`src/rtl/crc_frame_transmitter.sv`:
```
// Serial frame transmitter: preamble, header, payload and CRC-8, MSB-first on one wire.
// Every output is registered; the line idles high and a one-bit gap follows each frame.
module crc_frame_transmitter #(
  parameter int unsigned CLKS_PER_BIT = 4,
  parameter logic [1:0]  SRC_ID       = 2'd0,
  parameter logic [7:0]  PREAMBLE     = 8'h7E
) (
  input  logic         clk,
  input  logic         rst,
  input  logic         tx_start,
  input  logic [127:0] tx_data,
  input  logic [3:0]   tx_len,
  input  logic [1:0]   tx_dest_id,
  output logic         tx_serial,
  output logic         tx_busy,
  output logic         tx_done
);

  localparam int unsigned CW = (CLKS_PER_BIT > 1) ? $clog2(CLKS_PER_BIT) : 1;
  localparam logic [CW-1:0] CLK_LAST = CW'(CLKS_PER_BIT - 1);

  typedef enum logic [2:0] {
    S_IDLE = 3'd0,
    S_PRE  = 3'd1,
    S_HDR  = 3'd2,
    S_PAY  = 3'd3,
    S_CRC  = 3'd4,
    S_GAP  = 3'd5
  } state_t;

  // One bit of the x^8+x^2+x+1 CRC, non-reflected.
  function automatic logic [7:0] crc8_step(input logic [7:0] crc, input logic b);
    crc8_step = {crc[6:0], 1'b0} ^ ((crc[7] ^ b) ? 8'h07 : 8'h00);
  endfunction

  state_t         state_q, state_d;
  logic [CW-1:0]  clk_cnt_q, clk_cnt_d;
  logic [2:0]     bit_cnt_q, bit_cnt_d;
  logic [3:0]     byte_cnt_q, byte_cnt_d;
  logic [127:0]   data_q, data_d;
  logic [3:0]     len_q, len_d;
  logic [1:0]     dest_q, dest_d;
  logic [7:0]     crc_q, crc_d;
  logic           serial_q, serial_d;
  logic           busy_q, busy_d;
  logic           done_q, done_d;

  logic           start_s;
  logic           adv_s;
  logic           bit_end_s;
  logic           bit_s;
  logic [7:0]     hdr_s;

  // Next-state, counters, CRC and the next value of the serial line.
  always_comb begin
    state_d    = state_q;
    clk_cnt_d  = clk_cnt_q;
    bit_cnt_d  = bit_cnt_q;
    byte_cnt_d = byte_cnt_q;
    data_d     = data_q;
    len_d      = len_q;
    dest_d     = dest_q;
    done_d     = 1'b0;
    start_s    = 1'b0;
    adv_s      = 1'b0;
    bit_s      = 1'b1;
    hdr_s      = {dest_q, SRC_ID, len_q};
    bit_end_s  = (clk_cnt_q == CLK_LAST);

    case (state_q)
      S_IDLE: begin
        if (tx_start) begin
          start_s    = 1'b1;
          adv_s      = 1'b1;
          state_d    = S_PRE;
          data_d     = tx_data;
          len_d      = tx_len;
          dest_d     = tx_dest_id;
          clk_cnt_d  = CW'(0);
          bit_cnt_d  = 3'd0;
          byte_cnt_d = 4'd0;
        end else begin
          state_d = S_IDLE;
        end
      end
      S_PRE, S_HDR, S_PAY, S_CRC: begin
        if (bit_end_s) begin
          clk_cnt_d = CW'(0);
          adv_s     = 1'b1;
          if (state_q == S_PAY) begin
            data_d = {data_q[126:0], 1'b0};
          end else begin
            data_d = data_q;
          end
          if (bit_cnt_q == 3'd7) begin
            bit_cnt_d = 3'd0;
            case (state_q)
              S_PRE: state_d = S_HDR;
              S_HDR: begin
                byte_cnt_d = 4'd0;
                if (len_q == 4'd0) begin
                  state_d = S_CRC;
                end else begin
                  state_d = S_PAY;
                end
              end
              // Compare against len-1 so a 15-byte payload never needs count 15.
              S_PAY: begin
                if (byte_cnt_q == (len_q - 4'd1)) begin
                  state_d = S_CRC;
                end else begin
                  byte_cnt_d = byte_cnt_q + 4'd1;
                end
              end
              S_CRC:   state_d = S_GAP;
              default: state_d = S_IDLE;
            endcase
          end else begin
            bit_cnt_d = bit_cnt_q + 3'd1;
          end
        end else begin
          clk_cnt_d = clk_cnt_q + CW'(1);
        end
      end
      S_GAP: begin
        if (bit_end_s) begin
          state_d   = S_IDLE;
          clk_cnt_d = CW'(0);
          done_d    = 1'b1;
        end else begin
          clk_cnt_d = clk_cnt_q + CW'(1);
        end
      end
      default: state_d = S_IDLE;
    endcase

    case (state_d)
      S_PRE:   bit_s = PREAMBLE[3'd7 - bit_cnt_d];
      S_HDR:   bit_s = hdr_s[3'd7 - bit_cnt_d];
      S_PAY:   bit_s = data_d[127];
      S_CRC:   bit_s = crc_q[3'd7 - bit_cnt_d];
      default: bit_s = 1'b1;
    endcase

    // The CRC absorbs each covered bit as that bit starts, so it is final when CRC begins.
    if (start_s) begin
      crc_d = 8'h00;
    end else if (adv_s && ((state_d == S_HDR) || (state_d == S_PAY))) begin
      crc_d = crc8_step(crc_q, bit_s);
    end else begin
      crc_d = crc_q;
    end

    serial_d = bit_s;
    busy_d   = (state_d != S_IDLE);
  end

  // State, datapath and registered outputs; reset aborts any frame in progress.
  always_ff @(posedge clk or posedge rst) begin
    if (rst) begin
      state_q    <= S_IDLE;
      clk_cnt_q  <= CW'(0);
      bit_cnt_q  <= 3'd0;
      byte_cnt_q <= 4'd0;
      data_q     <= 128'd0;
      len_q      <= 4'd0;
      dest_q     <= 2'd0;
      crc_q      <= 8'h00;
      serial_q   <= 1'b1;
      busy_q     <= 1'b0;
      done_q     <= 1'b0;
    end else begin
      state_q    <= state_d;
      clk_cnt_q  <= clk_cnt_d;
      bit_cnt_q  <= bit_cnt_d;
      byte_cnt_q <= byte_cnt_d;
      data_q     <= data_d;
      len_q      <= len_d;
      dest_q     <= dest_d;
      crc_q      <= crc_d;
      serial_q   <= serial_d;
      busy_q     <= busy_d;
      done_q     <= done_d;
    end
  end

  assign tx_serial = serial_q;
  assign tx_busy   = busy_q;
  assign tx_done   = done_q;

endmodule
```
`config.mk`:
```
export PLATFORM = sky130hd
export DESIGN_NAME = crc_frame_transmitter
export DESIGN_NICKNAME = d
export VERILOG_FILES = /design/src/rtl/crc_frame_transmitter.sv
export SDC_FILE = /design/constraint.sdc
export NUM_CORES = 1
export LEC_CHECK = 0
export BUFFER_PORTS_ARGS = -buffer_cell sky130_fd_sc_hd__buf_4
export CORE_UTILIZATION = 40
export CTS_CLUSTER_DIAMETER = 120
export CTS_CLUSTER_SIZE = 30
export DETAILED_ROUTE_END_ITERATION = 7
export HOLD_SLACK_MARGIN = 0.03
export PLACE_DENSITY_LB_ADDON = 0.25
export SYNTH_ARGS = -nofsm -noshare
export SYNTH_HDL_FRONTEND = slang
export SYNTH_SLANG_ARGS = --single-unit
```
`constraint.sdc`:
```
create_clock -name clk -period 4.8 [get_ports clk]
set_input_delay 0.24 -clock clk [delete_from_list [all_inputs] [get_ports clk]]
set_output_delay 0.24 -clock clk [all_outputs]
set_load 0.02 [all_outputs]
```
After elaboration in Yosys (flattened, before gate mapping)
Memories as Yosys holds them, arrays and structs flattened.
Index checks and enable logic that the tools add are counted.

cells by class
  multiplexer cells = 39
  add/subtract/negate cells = 5
  reductions and logical operators = 14
  bitwise operators = 2
  equality and inequality tests = 18
  $lt $le $gt $ge = 1

operators by type and width
  cell                                                 count
  2-to-1 mux 128 bit                                   3
  case mux 128 bit (2 select lines)                    1
  2-to-1 mux 3 bit                                     9
  2-to-1 mux 4 bit                                     4
  2-to-1 mux 8 bit                                     2
  case mux 4 bit (2 select lines)                      2
  equality test 3 x 2 -> 1 bit, second input constant  4
  equality test 3 bit, second input constant           4
  case mux 3 bit (4 select lines)                      1
  case mux 3 bit (3 select lines)                      1
  2-to-1 mux 1 bit                                     8
  inequality test 2 bit, second input constant         4
  bitwise XOR 8 x 3 -> 8 bit                           1
  binary-select mux 1 bit (select 3 bit)               2
  equality test 3 x 1 -> 1 bit, second input constant  2
  inequality test 3 bit, second input constant         2
  case mux 3 bit (2 select lines)                      1
  AND reduction 6 bit                                  1
  nonzero test 2 bit                                   3
  OR reduction 5 bit                                   1
  adder 4 x 1 -> 4 bit, second input constant          1
  equality test 4 bit                                  1
  zero test 4 bit                                      1
  < comparator 3 x 4 -> 1 bit, second input constant   1
  17 further kinds                                     19

word-level totals
  logic and storage cells = 92
  memories = 1
  ROM bits = 8
  bits of input ports = 137
  bits in registers = 157
  output and inout port bits = 3

memories
  name             words  bits a word  read ports  clocked after Yosys merged registers in  wr ports  RTL line  source
  (no name shown)  8      1            1           0                                        0         138       S_PRE: bit_s = PREAMBLE[3'd7 - bit_cnt_d];

Logic depth before layout (Yosys ltp)
  depth after elaboration = 14
  gate-level depth with buffers = 12
  gate-level depth less buffers = 11

Worst setup path before layout
Ideal clock, no wire load.

  path kind = reg-to-reg
  from = register state_q[0]
  to = register crc_q[0]
  data arrival time = 2,646 ps
  path slack = 2,030 ps
  path buffers = 3
  clock period less this slack = 2,770 ps
  cell stages (with the launch flop) = 12
  required time = 4,676 ps
  library setup time = 124 ps
  path through = dfrtp_1 > buf_6 > or4b_4 > buf_6 > o311ai_4 > and2_4 > buf_12 > mux2i_1 > o22ai_1 > or4_4 > a21o_1 > a211o_1

on the way
  cells in the longest elaborated chain, start to end = 12
  elaborated cells on any way between the ends = 39

ends and longest elaborated chain
  what                                                                   RTL line    source
  start, declared                                                        36          state_t state_q, state_d;
  start signal, assigned                                                 173         state_q <= state_d;
  equality test 3 x 2 -> 1 bit, or another cell as far along             70, 90, 97
  OR reduction 4 bit or case mux 3 bit (4 select lines) (tied branches)  70, 97
  case mux 3 bit (2 select lines) or 2-to-1 mux 3 bit (tied branches)    70, 95
  subtractor 3 bit or 2-to-1 mux 3 bit (tied branches)                   n/a
  memory (8 x 1 bit), or another cell as far along                       n/a
  2-to-1 mux 1 bit (not written as such), or another cell as far along   138
  case mux 1 bit (4 select lines) (*)                                    137         case (state_d)
  via bit_s                                                              51          logic bit_s;
  bitwise XOR 1 bit (*)                                                  33          crc8_step = {crc[6:0], 1'b0} ^ ((crc[7] ^ b) ? 8'h07 : 8'h00);
  2-to-1 mux 3 bit (*)                                                   33
  bitwise XOR 8 x 3 -> 8 bit (*)                                         33
  2-to-1 mux 8 bit (*)                                                   148         end else if (adv_s && ((state_d == S_HDR) || (state_d == S_PAY))) begin
  2-to-1 mux 8 bit (*)                                                   146         if (start_s) begin
  end signal, assigned                                                   180         crc_q <= crc_d;
  end, declared                                                          43          logic [7:0] crc_q, crc_d;

Mark *: on every way through the listed nets, which the timed path passes. The rest lies on a longest branch. The select of a mux whose other input is x is not followed.
A chain may end at the register's enable or synchronous reset.

Worst setup path after layout
  from = register clk_cnt_q[0]
  to = register crc_q[0]

on the way
  cells in the longest elaborated chain, start to end = 12
  elaborated cells on any way between the ends = 30

ends and longest elaborated chain
  what                                              RTL line       source
  start, declared                                   37             logic [CW-1:0] clk_cnt_q, clk_cnt_d;
  start signal, assigned                            174            clk_cnt_q <= clk_cnt_d;
  equality test 2 bit (*)                           68             bit_end_s = (clk_cnt_q == CLK_LAST);
  2-to-1 mux 3 bit                                  87             if (bit_end_s) begin
  case mux 3 bit (2 select lines)                   70             case (state_q)
  subtractor 3 bit                                  138, 139, 141
  memory (8 x 1 bit), or another cell as far along  n/a
  2-to-1 mux 1 bit (on tied branches)               138, 139, 141
  case mux 1 bit (4 select lines) (*)               137
  via bit_s                                         51
  bitwise XOR 1 bit (*)                             33
  2-to-1 mux 3 bit (*)                              33
  bitwise XOR 8 x 3 -> 8 bit (*)                    33
  2-to-1 mux 8 bit (*)                              148
  2-to-1 mux 8 bit (*)                              146

Marked as above.

==> impl_metrics.prom <==
# TYPE chip_impl_metric gauge
chip_impl_metric{name="synthDominantCellAreaShare",unit=""} 0.551
chip_impl_metric{name="setup_bufs_post_cts",unit=""} 0
chip_impl_info{name="ys.flop_type",value="dfrtp_1"} 1
chip_impl_metric{name="worst-endpoint-required",unit="ns"} 5.11
chip_impl_info{name="master_of_the_slowest_instance_on_the_critical_path",value="o311ai_0"} 1
chip_impl_metric{name="ant_nets",unit=""} 0
chip_impl_metric{name="yosysSeqAreaShare",unit=""} 0.555
chip_impl_metric{name="timing_hold_violations_final",unit=""} 0
chip_impl_metric{name="setup-violations-final",unit=""} 0
chip_impl_metric{name="total_number_of_placement_rows",unit=""} 48
chip_impl_metric{name="synthCells",unit=""} 654
chip_impl_metric{name="mean_instance_size_in_the_synthesized_netlist",unit="µm²"} 10.8
chip_impl_info{name="setup.worst_path.start_class",value="flip-flop"} 1
chip_impl_metric{name="globalRouteOverflowTotal",unit=""} 0
chip_impl_metric{name="vdd.ir_drop.worst",unit="mV"} 0.247
chip_impl_metric{name="drv.max_cap_violation_count",unit=""} 0
chip_impl_metric{name="via_count",unit=""} 6067
chip_impl_info{name="critPathTopFamily",value="compound AO/OA/AOI/OAI gates"} 1
chip_impl_metric{name="drcViolationCount",unit=""} 6
chip_impl_metric{name="async_reset_ff_frac",unit=""} 1.00
chip_impl_metric{name="number_of_different_library_cells_in_the_post_synthesis_netlist",unit=""} 59
chip_impl_metric{name="cts_max_level",unit=""} 4
chip_impl_metric{name="wl_per_cell",unit="µm"} 17.4
chip_impl_info{name="post_synthesis_cell_type_with_the_largest_combined_area",value="dfrtp_1"} 1
chip_impl_metric{name="p_per_area",unit="mW/mm²"} 309
chip_impl_metric{name="area_growth_syn_to_layout",unit="%"} 33.5
chip_impl_info{name="synth_most_common_cell",value="dfrtp_1"} 1
chip_impl_metric{name="cts_sinks",unit=""} 157
chip_impl_info{name="clock-root-buffer",value="clkbuf_16"} 1
chip_impl_metric{name="arrival",unit="ns"} 3.48
chip_impl_metric{name="cts_buffers",unit=""} 17
chip_impl_metric{name="detail_route.wirelength",unit="µm"} 18500
chip_impl_metric{name="clk_latency",unit="ns"} 0.42
chip_impl_metric{name="drive_above_1_share",unit=""} 0.228
chip_impl_metric{name="cts_repair_resize_count",unit=""} 0
chip_impl_metric{name="max-slew-margin-rel",unit=""} 0.217
chip_impl_metric{name="port_buffers",unit=""} 139
chip_impl_metric{name="clk_transition_reported_paths",unit="ns"} 0.06
chip_impl_metric{name="yosys_register_bits",unit=""} 157
chip_impl_metric{name="number_of_antenna_violations_at_the_first_check_in_global_routing",unit=""} 0
chip_impl_metric{name="post-dp-hpwl",unit="µm"} 11500
chip_impl_metric{name="n_antenna_cell",unit=""} 0
chip_impl_metric{name="worst_pin_slew",unit="ns"} 1.17
chip_impl_metric{name="final_nets",unit=""} 965
chip_impl_metric{name="floorplan.die.width",unit="µm"} 135
chip_impl_metric{name="fill_cells",unit=""} 1535
chip_impl_metric{name="power.leakage",unit="nW"} 5.43
chip_impl_info{name="timing_worst_setup_path_type",value="reg -> reg"} 1
chip_impl_metric{name="max-clock-path-buffers",unit=""} 2
chip_impl_metric{name="cts_hold_repair.buffers",unit=""} 58
chip_impl_metric{name="period_minus_slack",unit="ns"} 3.17
chip_impl_metric{name="grt_pass1_vias",unit=""} 6238
chip_impl_metric{name="synth_warnings",unit=""} 0
chip_impl_metric{name="critical_path_buf_inv_count",unit=""} 1
chip_impl_metric{name="maxClockFrequency",unit="MHz"} 315
chip_impl_metric{name="cp_max_fo",unit=""} 14
chip_impl_metric{name="gp_routability_congestion",unit=""} 0.825
chip_impl_metric{name="period_utilisation_layout",unit=""} 0.661
chip_impl_metric{name="number_of_top_level_pins",unit=""} 140
chip_impl_info{name="run_status",value="finished, violations left"} 1
chip_impl_metric{name="finalMaxSlewViolations",unit=""} 0
chip_impl_metric{name="ff_latch_area",unit="mm²"} 0.00393
chip_impl_info{name="synth_top_cells_by_count",value="dfrtp_1, inv_1, a222oi_1"} 1
chip_impl_info{name="clock_tree_from_tritoncts",value="done"} 1
chip_impl_metric{name="synth_edf_count",unit=""} 0
chip_impl_metric{name="floorplan.die.height",unit="µm"} 135
chip_impl_info{name="failed_checks",value="design-rule violations"} 1
chip_impl_metric{name="drt_first_pass_iters",unit=""} 8
chip_impl_metric{name="syn_area",unit="mm²"} 0.00708
chip_impl_info{name="hold_path_class",value="in -> reg"} 1
chip_impl_metric{name="finClkSkew",unit="ns"} 0.00490
chip_impl_metric{name="core-area",unit="mm²"} 0.0173
chip_impl_metric{name="vias_per_cell",unit=""} 5.72
chip_impl_metric{name="total_routing_usage_reported_by_global_routing",unit=""} 0.210
chip_impl_metric{name="floorplan.initialDensity",unit=""} 0.410
chip_impl_metric{name="setup-tns-final",unit="ns"} 0
chip_impl_metric{name="timing.critical_path.slowest_cell_delay",unit="ns"} 0.65
chip_impl_info{name="timing.critical_path.to_type",value="flip-flop"} 1
chip_impl_info{name="rsz0062_at_grt",value="no"} 1
chip_impl_metric{name="drt_iter0_markers",unit=""} 649
chip_impl_info{name="synth.top_cells.by_area",value="dfrtp_1, a222oi_1, inv_1"} 1
chip_impl_metric{name="die_area",unit="mm²"} 0.0182
chip_impl_info{name="crit_chain",value="ha_1 -> inv_1 -> o311ai_0 -> a22o_1 -> a21oi_1 -> nor4_1 -> nor2_1 -> a21o_1 -> a211o_1"} 1
chip_impl_metric{name="syn-num-nets",unit=""} 796
chip_impl_metric{name="first_pass_grt_wire_length",unit="µm"} 30100
chip_impl_metric{name="end_of_flow_core_utilization",unit=""} 0.547
chip_impl_metric{name="multiInputGateArea",unit="mm²"} 0.00239
chip_impl_metric{name="maximum_number_of_pins_on_one_net_before_global_route_repair",unit=""} 117
cell type report:
cell class	instances	share of cell area
well taps	225	0.0298
multi-input cells	300	0.253
flip-flops and latches	157	0.416
repair buffers	203	0.177
inverters	144	0.0580
clock inverters	13	0.0198
clock buffers	19	0.0468
cell usage in the layout (no fill, tap or decap), types with 4 or more instances in the layout:
| master | Yosys | final |
|---|---|---|
| clkbuf_16 | 0 | 17 |
| o21ai_0 | 20 | 20 |
| a222oi_1 | 126 | 126 |
| bufinv_16 | 0 | 4 |
| inv_1 | 141 | 140 |
| a21oi_1 | 9 | 9 |
| ha_1 | 5 | 5 |
| nor2b_1 | 5 | 5 |
| a22o_1 | 4 | 4 |
| clkinvlp_4 | 0 | 5 |
| nand2_1 | 30 | 29 |
| nor2_1 | 17 | 17 |
| mux2i_1 | 4 | 4 |
| dfrtp_1 | 156 | 156 |
| dlygate4sd3_1 | 0 | 59 |
| a211oi_1 | 6 | 6 |
| nand3_1 | 16 | 16 |
| buf_4 | 0 | 144 |
| nand4_1 | 5 | 5 |
tightest hold or removal path: stages:
cell and delay [ns]:
buf_4 0.08, a222oi_1 0.06, inv_1 0.06
kinds of logic (layout without fill, tap and decap cells):
family | Yosys count | count (layout) | share of synthesized area
buffers and inverters | 197 | 379 | 0.110
AOI/OAI and AO/OA | 189 | 189 | 0.243
DFF | 157 | 157 | 0.555
and+or+nand+nor | 97 | 97 | 0.0694
adders and majority gates | 5 | 5 | 0.00883
xor gates and xnor gates | 5 | 5 | 0.00830
muxes | 4 | 4 | 0.00565
flip-flops by register name, summed over array words and instances (netlist names), 2 cells and up:
register,cells
byte_cnt_q,4
crc_q,8
clk_cnt_q,2
bit_cnt_q,3
dest_q,2
len_q,4
state_q,3
data_q,128
worst paths after layout:
check / end / depth (start not counted) / slack (ns) / startpoint
hold / removal: data_q[76] / 3 / 0.04 / tx_data[76]
max in group asynchronous: data_q[26] / 3 / 3.49 / rst
setup reg to reg: crc_q[0] / 9 / 1.63 / clk_cnt_q[0]
setup / recovery: crc_q[0] / 9 / 1.63 / clk_cnt_q[0]
hold reg to reg: data_q[17] / 2 / 0.49 / data_q[16]
min in group asynchronous: data_q[118] / 2 / 0.05 / rst
power breakdown:
| part | switching [mW] | internal [mW] | total [mW] | leakage [nW] |
|---|---|---|---|---|
| logic | 0.0546 | 0.101 | 0.155 | 3.01 |
| registers | 0 | 1.32 | 1.32 | 2.13 |
| clock network | 0.553 | 0.887 | 1.44 | 0.294 |
| total | 0.607 | 2.31 | 2.92 | 5.43 |
per-stage QoR:
step / hold slack [ns] / power, mW / instances / setup slack [ns] / instance area [µm²]
floorplan: 0.345 / 1.37 / 654 / 0.327 / 7080
global placement: 0.444 / 1.46 / 970 / 1.80 / 8230
detailed placement: 0.448 / 1.46 / 970 / 1.71 / 8230
CTS: 0.0308 / 2.94 / 1060 / 1.66 / 9450
global route: 0.0378 / 3.02 / 1061 / 1.38 / 9460
finish: 0.0414 / 2.92 / 1061 / 1.63 / 9460
layer usage:
metal / track usage / up-vias / wire length [µm]
met4: 0.0680 / 0 / 349
met2: 0.347 / 190 / 9070
met1: 0.264 / 3050 / 7950
met3: 0.0601 / 26 / 1130
met5: 0 / - / 0
li1: - / 2801 / -
No activity file was read; power rests on OpenSTA's default activity.
